===== src/rtl/handshake_monitor_pkg.sv =====
// ----------------------------------------------------------------------------
// handshake_monitor_pkg
// Shared types for the ready/valid protocol monitor.
//   ch_state_t : per-channel FSM state (IDLE, STALLED)
//   err_code_t : first-error code reported by the top level
//   clogMin1   : $clog2 that never returns less than 1, for sizing index ports
// ----------------------------------------------------------------------------
package handshake_monitor_pkg;

   typedef enum logic {
      IDLE    = 1'b0,
      STALLED = 1'b1
   } ch_state_t;

   typedef enum logic [1:0] {
      ERR_NONE    = 2'd0,
      ERR_DROP    = 2'd1,
      ERR_DATA    = 2'd2,
      ERR_TIMEOUT = 2'd3
   } err_code_t;

   // A single-channel monitor still needs a 1-bit channel index port.
   function automatic int clogMin1(input int n);
      if (n <= 1) return 1;
      return $clog2(n);
   endfunction

endpackage


===== src/rtl/handshake_monitor_ch.sv =====
// ----------------------------------------------------------------------------
// handshake_monitor_ch
// Watches one ready/valid channel. Tracks the stall state, remembers the
// payload offered when the stall began, counts stall cycles and accepted
// transfers, and raises single-cycle error pulses for the top level.
// Ports:
//   CLK, RESETN      clock, synchronous active-low reset
//   enable_i         when low, all state freezes and no pulses are raised
//   valid_i, ready_i handshake taps
//   data_i           payload tap
//   xferCount_o      saturating accepted-transfer count
//   dropPulse_o      valid withdrawn while stalled (this cycle)
//   dataPulse_o      payload changed while stalled (this cycle)
//   timeoutPulse_o   stall count reaches STALL_MAX on this cycle's update
// ----------------------------------------------------------------------------
module handshake_monitor_ch
   import handshake_monitor_pkg::*;
#(
   parameter int DATA_W    = 5,
   parameter int CNT_W     = 16,
   parameter int STALL_MAX = 15
) (
   input  logic              CLK,
   input  logic              RESETN,
   input  logic              enable_i,
   input  logic              valid_i,
   input  logic              ready_i,
   input  logic [DATA_W-1:0] data_i,
   output logic [CNT_W-1:0]  xferCount_o,
   output logic              dropPulse_o,
   output logic              dataPulse_o,
   output logic              timeoutPulse_o
);

   localparam int STALL_W = (STALL_MAX < 1) ? 1 : $clog2(STALL_MAX + 1);
   localparam logic [STALL_W-1:0] STALL_LIMIT = STALL_W'(STALL_MAX);
   localparam logic [STALL_W-1:0] STALL_PRE   = STALL_W'(STALL_MAX - 1);
   localparam logic [STALL_W-1:0] STALL_ONE   = STALL_W'(1);

   ch_state_t          state_q;
   logic [DATA_W-1:0]  hold_q;
   logic [STALL_W-1:0] stallCnt_q;
   logic [CNT_W-1:0]   xferCnt_q;

   assign xferCount_o = xferCnt_q;

   // Error pulses are derived from the current state and taps. The timeout
   // pulse fires only on the update that moves the stall count onto
   // STALL_MAX; once saturated the count no longer changes, so it fires once
   // per stall episode. With STALL_MAX of 1 that update is the stall entry.
   always_comb begin
      dropPulse_o    = 1'b0;
      dataPulse_o    = 1'b0;
      timeoutPulse_o = 1'b0;
      if (enable_i) begin
         if (state_q == IDLE) begin
            timeoutPulse_o = valid_i & ~ready_i & (STALL_MAX == 1);
         end else if (!valid_i) begin
            dropPulse_o = 1'b1;
         end else begin
            dataPulse_o    = (data_i != hold_q);
            timeoutPulse_o = ~ready_i & (stallCnt_q == STALL_PRE);
         end
      end
   end

   // Channel FSM with its hold register, stall counter and transfer counter.
   // The hold register always follows the offered payload while stalled so a
   // single change is reported once rather than on every following cycle.
   always_ff @(posedge CLK) begin
      if (!RESETN) begin
         state_q    <= IDLE;
         hold_q     <= '0;
         stallCnt_q <= '0;
         xferCnt_q  <= '0;
      end else if (enable_i) begin
         case (state_q)
            IDLE: begin
               if (valid_i) begin
                  if (ready_i) begin
                     if (xferCnt_q != '1) xferCnt_q <= xferCnt_q + CNT_W'(1);
                  end else begin
                     hold_q     <= data_i;
                     stallCnt_q <= STALL_ONE;
                     state_q    <= STALLED;
                  end
               end
            end
            STALLED: begin
               if (!valid_i) begin
                  stallCnt_q <= '0;
                  state_q    <= IDLE;
               end else begin
                  hold_q <= data_i;
                  if (ready_i) begin
                     if (xferCnt_q != '1) xferCnt_q <= xferCnt_q + CNT_W'(1);
                     stallCnt_q <= '0;
                     state_q    <= IDLE;
                  end else if (stallCnt_q != STALL_LIMIT) begin
                     stallCnt_q <= stallCnt_q + STALL_ONE;
                  end
               end
            end
            default: state_q <= IDLE;
         endcase
      end
   end

endmodule


===== src/rtl/handshake_monitor.sv =====
// ----------------------------------------------------------------------------
// handshake_monitor
// Bind-able protocol monitor for N_CH independent ready/valid channels.
// Each channel is watched by handshake_monitor_ch; this level keeps sticky
// error flags and captures the first error since reset or clear.
// Ports:
//   CLK, RESETN     clock, synchronous active-low reset
//   valid, ready    per-channel handshake taps
//   data            payloads, channel i in [i*DATA_W +: DATA_W]
//   enable          freezes all channel state when low
//   clear_errors    clears sticky flags and first-error capture
//   xfer_count      per-channel saturating transfer counts
//   err_drop/err_data/err_timeout  sticky per-channel error flags
//   any_error       OR of all sticky flags
//   first_err_ch/first_err_code    first error seen (code 0 means none)
// ----------------------------------------------------------------------------
module handshake_monitor
   import handshake_monitor_pkg::*;
#(
   parameter int N_CH      = 3,
   parameter int DATA_W    = 5,
   parameter int CNT_W     = 16,
   parameter int STALL_MAX = 15,
   localparam int CH_W     = clogMin1(N_CH)
) (
   input  logic                   CLK,
   input  logic                   RESETN,
   input  logic [N_CH-1:0]        valid,
   input  logic [N_CH-1:0]        ready,
   input  logic [N_CH*DATA_W-1:0] data,
   input  logic                   enable,
   input  logic                   clear_errors,
   output logic [N_CH*CNT_W-1:0]  xfer_count,
   output logic [N_CH-1:0]        err_drop,
   output logic [N_CH-1:0]        err_data,
   output logic [N_CH-1:0]        err_timeout,
   output logic                   any_error,
   output logic [CH_W-1:0]        first_err_ch,
   output logic [1:0]             first_err_code
);

   logic [N_CH-1:0] dropPulse, dataPulse, timeoutPulse;
   logic [N_CH-1:0] errDrop_q, errData_q, errTimeout_q;
   logic [N_CH-1:0] errDrop_d, errData_d, errTimeout_d;
   logic [CH_W-1:0] firstCh_q, firstCh_d, chBase;
   err_code_t       firstCode_q, firstCode_d, codeBase;

   for (genvar g = 0; g < N_CH; g++) begin : gCh
      handshake_monitor_ch #(
         .DATA_W   (DATA_W),
         .CNT_W    (CNT_W),
         .STALL_MAX(STALL_MAX)
      ) uCh (
         .CLK           (CLK),
         .RESETN        (RESETN),
         .enable_i      (enable),
         .valid_i       (valid[g]),
         .ready_i       (ready[g]),
         .data_i        (data[g*DATA_W +: DATA_W]),
         .xferCount_o   (xfer_count[g*CNT_W +: CNT_W]),
         .dropPulse_o   (dropPulse[g]),
         .dataPulse_o   (dataPulse[g]),
         .timeoutPulse_o(timeoutPulse[g])
      );
   end

   // Clear is applied first and new pulses are OR-ed in afterwards, so an
   // error arriving together with clear_errors survives and can become the
   // first error. The scan runs from the top channel down so the lowest
   // channel wins; within a channel drop beats data beats timeout.
   always_comb begin
      errDrop_d    = (clear_errors ? '0 : errDrop_q)    | dropPulse;
      errData_d    = (clear_errors ? '0 : errData_q)    | dataPulse;
      errTimeout_d = (clear_errors ? '0 : errTimeout_q) | timeoutPulse;
      codeBase     = clear_errors ? ERR_NONE : firstCode_q;
      chBase       = clear_errors ? '0 : firstCh_q;
      firstCode_d  = codeBase;
      firstCh_d    = chBase;
      if (codeBase == ERR_NONE) begin
         for (int i = N_CH - 1; i >= 0; i--) begin
            if (dropPulse[i]) begin
               firstCode_d = ERR_DROP;
               firstCh_d   = CH_W'(i);
            end else if (dataPulse[i]) begin
               firstCode_d = ERR_DATA;
               firstCh_d   = CH_W'(i);
            end else if (timeoutPulse[i]) begin
               firstCode_d = ERR_TIMEOUT;
               firstCh_d   = CH_W'(i);
            end
         end
      end
   end

   // Sticky error state; reset also masks any pulse seen in the reset cycle.
   always_ff @(posedge CLK) begin
      if (!RESETN) begin
         errDrop_q    <= '0;
         errData_q    <= '0;
         errTimeout_q <= '0;
         firstCh_q    <= '0;
         firstCode_q  <= ERR_NONE;
      end else begin
         errDrop_q    <= errDrop_d;
         errData_q    <= errData_d;
         errTimeout_q <= errTimeout_d;
         firstCh_q    <= firstCh_d;
         firstCode_q  <= firstCode_d;
      end
   end

   assign err_drop       = errDrop_q;
   assign err_data       = errData_q;
   assign err_timeout    = errTimeout_q;
   assign any_error      = |{errDrop_q, errData_q, errTimeout_q};
   assign first_err_ch   = firstCh_q;
   assign first_err_code = firstCode_q;

endmodule


===== config.mk =====
export PLATFORM = sky130hd
export DESIGN_NAME = handshake_monitor
export DESIGN_NICKNAME = d
export VERILOG_FILES = /design/src/rtl/handshake_monitor_pkg.sv /design/src/rtl/handshake_monitor_ch.sv /design/src/rtl/handshake_monitor.sv
export SDC_FILE = /design/constraint.sdc
export NUM_CORES = 1
export LEC_CHECK = 0
export BUFFER_PORTS_ARGS = -buffer_cell sky130_fd_sc_hd__buf_4
export CAP_MARGIN = 15
export CORE_ASPECT_RATIO = 0.7
export CORE_MARGIN = 2
export CORE_UTILIZATION = 45
export DETAILED_ROUTE_END_ITERATION = 7
export HOLD_SLACK_MARGIN = 0.06
export PLACE_DENSITY = 0.67
export SLEW_MARGIN = 20
export SYNTH_ARGS = -nofsm -noshare
export SYNTH_HDL_FRONTEND = slang
export SYNTH_HIERARCHICAL = 1
export SYNTH_SLANG_ARGS = --single-unit

===== constraint.sdc =====
create_clock -name CLK -period 3 [get_ports CLK]
set_input_delay 0.15 -clock CLK [delete_from_list [all_inputs] [get_ports CLK]]
set_output_delay 0.15 -clock CLK [all_outputs]
set_load 0.02 [all_outputs]

; Word level (Yosys, flattened, before mapping)
; Index checks and enable logic that the tools add are counted.
[totals]
ff_bits = 91
elab_cells = 167
inputBits = 25
[op_classes]
n_addsub = 6
n_bitwise = 12
reduce_logical = 11
mux = 97
eq_ne = 24
[op_table]
columns = operator, n
row1 = 2-to-1 mux 16 bit, 9
row2 = 2-to-1 mux 4 bit, 15
row3 = adder 16 x 1 -> 16 bit (second input constant), 3
row4 = inequality test 16 bit (second input constant), 3
row5 = 2-to-1 mux 5 bit, 9
row6 = 2-to-1 mux 2 bit, 22
row7 = AND reduction 4 bit, 9
row8 = 2-to-1 mux 1 bit, 33
row9 = case mux 5 bit (2 select lines), 3
row10 = inequality test 4 bit (second input constant), 6
row11 = case mux 4 bit (2 select lines), 3
row12 = inequality test 2 bit (second input constant), 9
row13 = inequality test 5 bit, 3
row14 = adder 4 x 1 -> 4 bit (second input constant), 3
row15 = == test 4 bit (second input constant), 3
row16 = 2-to-1 mux 3 bit, 3
row17 = bitwise OR 3 bit, 3
row18 = OR reduction 9 bit, 1
row19 = NOT 1 bit, 6
row20 = bitwise AND 1 bit, 3
row21 = logical NOT 2 bit, 1

; Logic depth before layout (Yosys ltp)
[depth]
ltp_word = 15
mapped_depth = 7
mapped_depth_nobuf = 7

; Hierarchy
; Netlist, hierarchy kept.
[by_module_without_submodules]
columns = module, instances, area_per_inst_um2, cells_each
row1 = handshake_monitor_ch at gCh[0].uCh ..., 2, 1443.9, 172
row2 = handshake_monitor_ch at gCh[2].uCh, 1, 1391.3, 162
row3 = handshake_monitor, 1, 598.1, 65

; Worst setup path after synthesis
; Ideal clock, no wire load.
[synth_path]
path_kind = reg2reg
startpoint = register gCh[2].uCh.xferCnt_q[0]
endpoint = register gCh[2].uCh.xferCnt_q[14]
setup_time_ns = 0.070
stages_incl_launch_ff = 6
setup_slack_ns = 1.088
t_arrival_ns = 1.842
path_cell_list = dfxtp_1 ha_1 nand4_2 or2_1 or4_1 a21oi_1
[synth_between]
elab_chain_len = 4
[synth_rtl]
columns = element, line
row1 = from (decl), handshake_monitor_ch.sv:43  ; logic [CNT_W-1:0] xferCnt_q;
row2 = from (signal assigned), handshake_monitor_ch.sv:81  ; if (xferCnt_q != '1) xferCnt_q <= xferCnt_q + CNT_W'(1);
row3 = from (signal assigned), handshake_monitor_ch.sv:96  ; if (xferCnt_q != '1) xferCnt_q <= xferCnt_q + CNT_W'(1);
row4 = adder 16 x 1 -> 16 bit, "handshake_monitor_ch.sv:81, handshake_monitor_ch.sv:96"
row5 = 2-to-1 mux 16 bit, "handshake_monitor_ch.sv:81, handshake_monitor_ch.sv:96"
row6 = 2-to-1 mux 16 bit, "handshake_monitor_ch.sv:80, handshake_monitor_ch.sv:95"
row7 = 2-to-1 mux 16 bit, "handshake_monitor_ch.sv:79, handshake_monitor_ch.sv:90"
; Several ways; a longest one is shown, not always the timed one. The select of a mux whose other input is x is not followed.
; A chain may end at the register's enable or synchronous reset.

; Final worst setup path
[layout_path]
startpoint = register gCh[2].uCh.xferCnt_q[0]
endpoint = register gCh[2].uCh.xferCnt_q[12]
; Same word-level chain as after synthesis.

==> metrics.cfg <==
[synthesis]
avgSynthCellArea_um2=8.54
mappedNetlistNets=605
number_of_enable_type_register_cells_in_the_synthesized_netlist=0
synthesis.yosys.warnings=6
ys_ff_latch=91
post_synth_inst_count=571
synth.yosys.seq_area_share_pct=37.4
netlist_area_um2=4880
synthFlopType=sky130_fd_sc_hd__dfxtp_1
synth-async-reset-ratio_pct=0
synth.distinct_cells=66

[worst_setup_path]
critical_path.max_fanout=8
worst_r2r_path_depth=5
end_kind=flip-flop
required_arrival_time_at_the_worst_endpoint_ns=3.26
cp-start-kind=flip-flop
critical_path_arrival_ns=2.29
critical-path-max-stage-delay_ns=0.47
worstSetupPathType=reg -> reg
critPathSlowestCell=sky130_fd_sc_hd__dfxtp_1
cp_cell_sequence=ha_1 -> nand4_2 -> or2_1 -> or4_1 -> a21oi_1

[global_route]
grt_overflow_total=0
grt_start_max_net_pins=34
via_count_of_the_first_global_routing_pass=4008
antenna_found_initial=0
grt_pass1_wl_um=19800
grt.total_usage_pct=20.8

[cts]
cts_hold_buf=4
clk_pin_slew_ns=0.06
post_cts_resized=0
clkSinkCount=91
cts.root.buffer_cell=sky130_fd_sc_hd__clkbuf_16
clock_tree_from_tritoncts=done
numCtsBuffers=9
htree_levels=3
post_cts_buffers=0
clock_insertion_delay_worst_skew_ns=0.34
clock_path_buffers=2

[timing]
tightest_slew_ns=0.900
setup_viol=0
slew_headroom_pct=39.2
grt_setup_unrepaired=false
final_hold_viol_count=0
period_minus_slack_ns=2.03
final_max_slew_viol_count=0
finalSetupTns_ns=0
period_share_pct=67.7
max_freq_ghz=0.492
clock_skew_ns=0.00567

[placement]
port_bufs=86
place_congestion=0.917
hpwlAfterDp_um=8860

[detailed_routing]
drt_first_iter_violations=243
finalWirelength_um=12300
ant_nets=0
routedWlPerCell_um=15.5
drt_pass1_iterations=6
route.detailed.vias_per_inst=5.84
drc=0
detailroute.via_count=4629

[finish]
antenna-diode-count=0
filler_cell_count=954
footprint_of_the_multi_input_gates_um2=2850
commonest_cells_after_routing_fill_and_taps_aside=91 x sky130_fd_sc_hd__dfxtp_1, 89 x sky130_fd_sc_hd__buf_4, 41 x sky130_fd_sc_hd__nor2_1, 41 x sky130_fd_sc_hd__a21oi_1, 40 x sky130_fd_sc_hd__nand2_1
final_common_cell=sky130_fd_sc_hd__dfxtp_1
layout.area.seq_um2=1820
post_route_cells_drive_above_1_share_pct=19.1
areaGrowthSynthToFinish_pct=22.4
nNetsFinal=690

[power]
power.density_cell_area_nw_per_um2=454
worst_ir_drop_on_vdd_v=0.000287
cellLeakagePower_nw=2.21
power_mw=2.71

[outcome]
result_of_the_run=finished, final reports clean

[hold_path]
hold-path-cell-count=3
worstHoldPathType=in -> reg

[floorplan]
initial_core_utilization_pct=46.7
placeableCoreArea_um2=10400
width_of_the_die_um=128
fp.dieH_um=91.1
fp-row-count=31
ioPinCount=87
design.die.area_um2=11700

[run]
maxCapViolCount=0

where the power goes:
part | internal (mW) | switching, mW | total [mW]
clock | 0.821 | 0.467 | 1.29
combinational | 0.0778 | 0.101 | 0.179
sequential | 1.22 | 0.0177 | 1.24
cell families (layout without fill, tap and decap cells):
kind of cell | Yosys count | after routing | synth area share, %
AO/OA/AOI/OAI | 130 | 130 | 17.3
XOR/XNOR | 15 | 15 | 2.69
adder cells (fa/ha/maj) | 9 | 9 | 2.31
buffers and inverters | 41 | 131 | 4.28
flip-flops | 91 | 91 | 37.4
multiplexers | 32 | 32 | 6.57
AND/OR/NAND/NOR | 253 | 253 | 29.5
per-layer routing:
layer	share of wire, %	track usage [%]
met1	49	30.3
met2	43	30.6
met3	6.4	4.77
met4	1.5	6.14
met5	0	0
cell usage after synthesis, drive strengths merged (13+ instances only):
| master | n | area share (%) |
|---|---|---|
| nor2b | 16 | 2.1 |
| a21oi | 43 | 4.6 |
| nor2 | 41 | 3.2 |
| nor3 | 18 | 1.8 |
| nand4 | 18 | 2.4 |
| and3 | 13 | 1.7 |
| inv | 20 | 1.5 |
| nand3 | 33 | 3.9 |
| o21ai | 24 | 2.6 |
| nand2b | 14 | 1.8 |
| nand2 | 40 | 3.1 |
| dfxtp | 91 | 37 |
| mux2i | 32 | 6.6 |
| buf | 14 | 2.0 |
layout make-up:
| class | instances | share of cell area (%) |
|---|---|---|
| Multi-Input combinational cell | 439 | 47.7 |
| Sequential cell | 91 | 30.5 |
| Clock inverter | 3 | 1.13 |
| Clock buffer | 13 | 4.69 |
| Tap cell | 132 | 2.77 |
| Timing Repair Buffer | 93 | 11.9 |
| Inverter | 22 | 1.38 |
metrics by stage:
step | setup slack [ns] | hold slack (ns) | area, um^2 | utilization (%) | cells
CTS | 0.964 | 0.0638 | 5970 | 57.2 | 793
detailed placement | 0.970 | 0.410 | 5580 | 53.5 | 773
global route | 0.821 | 0.0711 | 5970 | 57.2 | 793
floorplan | 1.09 | 0.287 | 4880 | - | 571
finish | 0.968 | 0.0709 | 5970 | 57.2 | 793
global placement | 1.12 | 0.399 | 5580 | 53.5 | 773
flip-flops by register name, summed over array words and instances, names as in the netlist:
signal               count
err_timeout              3
first_err_code           2
gCh.uCh/stallCnt_q      12
gCh.uCh/xferCount_o     48
err_data                 3
err_drop                 3
first_err_ch             2
gCh.uCh/state_q          3
gCh.uCh/hold_q          15
critical path, delay by kind of cell (launching register included):
| family | cells | cell delay (ns) |
|---|---|---|
| simple gates | 3 | 0.99 |
| compound gates | 1 | 0.15 |
| fa+ha+maj | 1 | 0.36 |
| flops | 1 | 0.47 |
worst paths after layout:
kind | startpoint | endpoint | slack (ns)
worst max-delay path | gCh[2].uCh/xferCount_o[0] | gCh[2].uCh/xferCount_o[12] | 0.97
worst min-delay path | data[10] | gCh[2].uCh/hold_q[0] | 0.07
worst max register to register | gCh[2].uCh/xferCount_o[0] | gCh[2].uCh/xferCount_o[12] | 0.97
worst min register to register | gCh[2].uCh/stallCnt_q[3] | gCh[2].uCh/stallCnt_q[3] | 0.48
Note: power is estimated with default switching activity, not from simulation.
